**config.mk**
```make
export PLATFORM = sky130hd
export DESIGN_NAME = antares_gpr_sequencer
export DESIGN_NICKNAME = d
export VERILOG_FILES = /design/src/rtl/antares_gpr_sequencer.sv
export SDC_FILE = /design/constraint.sdc
export NUM_CORES = 1
export LEC_CHECK = 0
export ABC_AREA = 1
export CAP_MARGIN = 5
export CELL_PAD_IN_SITES_DETAIL_PLACEMENT = 1
export CELL_PAD_IN_SITES_GLOBAL_PLACEMENT = 1
export CORE_ASPECT_RATIO = 0.8
export CORE_UTILIZATION = 25
export CTS_BUF_LIST = sky130_fd_sc_hd__clkbuf_8 sky130_fd_sc_hd__clkbuf_16
export DETAILED_ROUTE_END_ITERATION = 10
export GPL_ROUTABILITY_DRIVEN = 0
export GPL_TIMING_DRIVEN = 0
export HOLD_SLACK_MARGIN = 0.12
export PLACE_DENSITY_LB_ADDON = 0.1
export SLEW_MARGIN = 20
export SYNTH_ARGS = -nofsm -noshare
export SYNTH_HDL_FRONTEND = slang
export SYNTH_SLANG_ARGS = --single-unit
```
**constraint.sdc**
```tcl
create_clock -name clk -period 1.5 [get_ports clk]
set_input_delay 0.15 -clock clk [delete_from_list [all_inputs] [get_ports clk]]
set_output_delay 0.15 -clock clk [all_outputs]
set_load 0.01 [all_outputs]
```
**src/rtl/antares_gpr_sequencer.sv**
```systemverilog
// GPR write-port / read-port-A sequencer: clears r1..r31 after reset, then forwards
// pipeline traffic and serves debugger read/write accesses while the pipeline is stalled.
module antares_gpr_sequencer #(
    parameter logic [31:0] INIT_VALUE = 32'h0000_0000
) (
    input  logic        clk,
    input  logic        rst_n,
    input  logic [4:0]  pipe_ra_a,
    input  logic [4:0]  pipe_wa,
    input  logic [31:0] pipe_wd,
    input  logic        pipe_we,
    output logic [4:0]  gpr_ra_a,
    input  logic [31:0] gpr_rd_a,
    output logic [4:0]  gpr_wa,
    output logic [31:0] gpr_wd,
    output logic        gpr_we,
    output logic        seq_stall,
    output logic        init_done,
    input  logic        dbg_req,
    input  logic        dbg_we,
    input  logic [4:0]  dbg_addr,
    input  logic [31:0] dbg_wdata,
    output logic [31:0] dbg_rdata,
    output logic        dbg_ack
);

    typedef enum logic [2:0] {
        INIT,
        IDLE,
        DBG_ACC,
        DBG_ACK,
        DBG_WAIT
    } state_t;

    state_t      state;
    state_t      state_nxt;
    logic [4:0]  init_cnt;
    logic        d_we;
    logic [4:0]  d_addr;
    logic [31:0] d_wdata;
    logic        we_c;

    // NOTE: sequential state uses non-blocking assignments so every register
    // samples the pre-edge values, independent of statement order.
    always_ff @(posedge clk or negedge rst_n) begin
        if (!rst_n) begin
            state     <= INIT;
            init_cnt  <= 5'd1;
            init_done <= 1'b0;
            dbg_rdata <= 32'h0;
            dbg_ack   <= 1'b0;
            d_we      <= 1'b0;
            d_addr    <= 5'd0;
            d_wdata   <= 32'h0;
        end else begin
            state   <= state_nxt;
            dbg_ack <= (state == DBG_ACC);
            if (state == INIT) begin
                init_cnt <= init_cnt + 5'd1;
                if (init_cnt == 5'd31)
                    init_done <= 1'b1;
            end
            if (state == IDLE && dbg_req) begin
                d_we    <= dbg_we;
                d_addr  <= dbg_addr;
                d_wdata <= dbg_wdata;
            end
            if (state == DBG_ACC && !d_we)
                dbg_rdata <= (d_addr == 5'd0) ? 32'h0 : gpr_rd_a;
        end
    end

    // NOTE: every output gets a default before the case so no path infers a latch.
    always_comb begin
        state_nxt = state;
        gpr_wa    = pipe_wa;
        gpr_wd    = pipe_wd;
        gpr_ra_a  = pipe_ra_a;
        we_c      = 1'b0;
        seq_stall = 1'b1;
        case (state)
            INIT: begin
                we_c     = 1'b1;
                gpr_wa   = init_cnt;
                gpr_wd   = INIT_VALUE;
                gpr_ra_a = 5'd0;
                if (init_cnt == 5'd31)
                    state_nxt = IDLE;
            end
            IDLE: begin
                seq_stall = 1'b0;
                we_c      = pipe_we;
                if (dbg_req)
                    state_nxt = DBG_ACC;
            end
            DBG_ACC: begin
                if (d_we) begin
                    we_c   = 1'b1;
                    gpr_wa = d_addr;
                    gpr_wd = d_wdata;
                end else begin
                    gpr_ra_a = d_addr;
                end
                state_nxt = DBG_ACK;
            end
            DBG_ACK:  state_nxt = DBG_WAIT;
            DBG_WAIT: if (!dbg_req) state_nxt = IDLE;
            default:  state_nxt = INIT;
        endcase
    end

    // The register file is unreset, so a spurious write while rst_n is low must be blocked here.
    assign gpr_we = we_c & rst_n;

endmodule
```
==> flow_summary.toml <==
[run_status]
violations = "hold timing, setup timing"
status = "finished with violations"

[floorplanning]
core_area_sq_um = 15700
ios = 194
fp.dieH_um = 116
num_rows = 41
initial_core_util_pct = 25.6
die_x_um = 144
die-area_sq_um = 16600

[logic_synthesis]
async_flop_share_pct = 100
synth_top_area_cell = "dfrtp_1"
synthAdderAreaFrac_pct = 0.621
synthSimpleGateAreaFrac_pct = 36.3
avgSynthCellArea_sq_um = 7.49
synth-edff-count = 0
synth.most_common_cell = "nand2_1"
ys_seq_area_share_pct = 49.7
synth_top_family_by_area = "simple AND/OR/NAND/NOR gates"
synth_mux_area_share_pct = 0
synth_cell_type_count = 25
synthTopCellsByArea = "dfrtp_1 49%, nand2_1 21%, nand3_1 13%"
synth_top_area_share_pct = 49.1
ys_top_cells_by_count = "223 x nand2_1, 107 x nand3_1, 79 x dfrtp_1"
ys_ff_latch = 80
synth-compound-area-share_pct = 6.96
synth_ff_type = "dfrtp_1"
netlist_area_sq_um = 4030
syn_nets = 656
syn-instance-count = 538
yosys.area_share.xor_xnor_pct = 0.217
ys.warnings.count = 0

[power_and_ir_drop]
ir_drop_mv = 0.788
leakage_uw = 0.00382
total_power_uw = 15600
p_per_area_nw_per_um2 = 1980

[sta]
slew_viol_final = 0
clock.fmax_mhz = 548
fin_worst_skew_ps = 6.51
setup_slack_ps = -325
fin_crit_sh_pct = 122
hold_viol_final = 47
slew_headroom_pct = 62.7
fin_hold_ws_ps = -191
tightest_slew_ps = 559
rsz0062_at_grt = "true"
fin_crit_ps = 1820
setup_viol = 112

[critical_path]
cp_max_fo = 5
critical_path_arrival_ps = 1670
path_class = "reg -> out"
critPathRequiredTime_ps = 1350
cp-end-kind = "output pin"
start_kind = "flip-flop"

[routing]
wl_um = 17900
vias = 4734
drtAntennaViolNets = 0
drc = 0
wl_per_cell_um = 17.7
drt_iter0_markers = 180
viasPerCell = 4.69
dr.pass1.iters = 6

[global_route]
grt_max_degree = 50
first_global_vias = 4968
grt_pass1_wl_um = 26400
track_usage_pct = 21.0
grt_overflow_total = 0
antenna_found_initial = 1

[clocking]
clockBufferDepth = 2
insertion_delay_ps = 340
cts.clk_slew.worst_paths_ps = 60
numCtsBuffers = 9
cts_hold_buf = 3
cts_tree = "yes"
numClockSinks = 80
cts_root_buffer = "clkbuf_16"
h-tree-depth = 3

[placement]
io_buffer_count = 193
dp_hpwl_um = 11700

[worst_hold_path]
worst_hold_path_type = "in -> async"

[final_layout]
nets = 906
drive_gt1_share_pct = 36.7
fill_cells = 1855
flow.area_growth_from_synthesis_pct = 95.9

[job]
maxCapViolCount = 0
state kept, by name, indices dropped and copies added, names as in the netlist:
signal and cells:
d_addr 5, d_wdata 32, d_we 1, dbg_ack 1
dbg_rdata 32, init_cnt 5, init_done 1, state 3
what timing repair did:
item	in CTS	in global routing
gates resized for setup	338	152
setup buffers	25	5
cloned	8	5
pin swaps	36	29
endpoints found under the setup margin	58	115
endpoints found under the hold margin	32	48
final timing paths:
path / start / endpoint / slack (ps) / depth (start not counted)
setup / recovery: state[2] / gpr_wd[15] / -320 / 7
hold / removal: rst_n / dbg_rdata[23] / -190 / 2
setup reg to reg: state[2] / d_wdata[19] / -200 / 10
hold reg to reg: dbg_rdata[22] / dbg_rdata[22] / 480 / 2
max in group asynchronous: rst_n / d_wdata[6] / 820 / 4
min in group clk: dbg_wdata[7] / d_wdata[7] / 360 / 3
layout make-up:
type	instances	area, sq um	share of cell area, %
Antenna cell	1	2.50	0.0317
Clock buffer	9	225	2.85
Timing Repair Buffer	239	2440	30.9
Inverter	20	100	1.27
Tap cell	215	269	3.41
Clock inverter	7	87.6	1.11
Sequential cell	80	2010	25.4
Buffer	36	340	4.31
Multi-Input combinational cell	402	2420	30.7
cell families after synthesis:
| kind of cell | count (synthesis) |
|---|---|
| AO/OA/AOI/OAI | 54 |
| adder cells (fa/ha/maj) | 2 |
| flip-flops | 80 |
| XOR/XNOR | 1 |
| buffers and inverters | 56 |
| AND/OR/NAND/NOR | 345 |
per-layer routing:
layer	global-route usage, %	vias to the layer above	wire, um	part of all wire (%)
li1	-	2256	-	-
met1	26.3	2327	7610	43
met2	34.8	131	8700	49
met3	6.90	20	1240	6.9
met4	5.25	0	319	1.8
met5	0	-	0	0
worst max-delay path: stages (launching register included):
cell and delay (ps):
dfrtp_2 450, inv_2 100, nand4_1 180, buf_6 210, clkbuf_16 160, nand3_1 60, nand2_1 50, buf_2 130
stage by stage:
step                std cells  util (%)  instance area [sq um]  setup slack [ps]  TNS [ps]
finish                   1009      50.1                   7890              -325    -22720
global route             1009      50.1                   7890              -414    -32340
CTS                       999      46.2                   7270              -291    -14690
detailed placement        947      39.7                   6250              -544    -23190
global placement          946      39.6                   6230             -3020   -247100
floorplan                 538         -                   4030               123         0
cell usage in the layout (no fill, tap or decap), types with 12 or more instances in the layout:
cell type	Yosys	layout
buf_8	0	12
nand3_2	1	51
inv_1	16	12
clkdlybuf4s50_1	0	148
clkbuf_16	0	14
buf_2	14	34
buf_6	0	39
o21ai_1	2	14
nand3_1	107	53
buf_4	6	16
nand2_4	0	17
dfrtp_1	79	76
o21ai_0	48	26
nand2_2	2	52
nand2_1	223	155
power by group:
group	leakage (uW)	internal [uW]	switching (uW)	total (uW)
Clock	0.000160	1450	929	2380
Sequential	0.000987	3210	705	3910
Combinational	0.00267	4450	4860	9310
No activity file was read; power rests on OpenSTA's default activity.
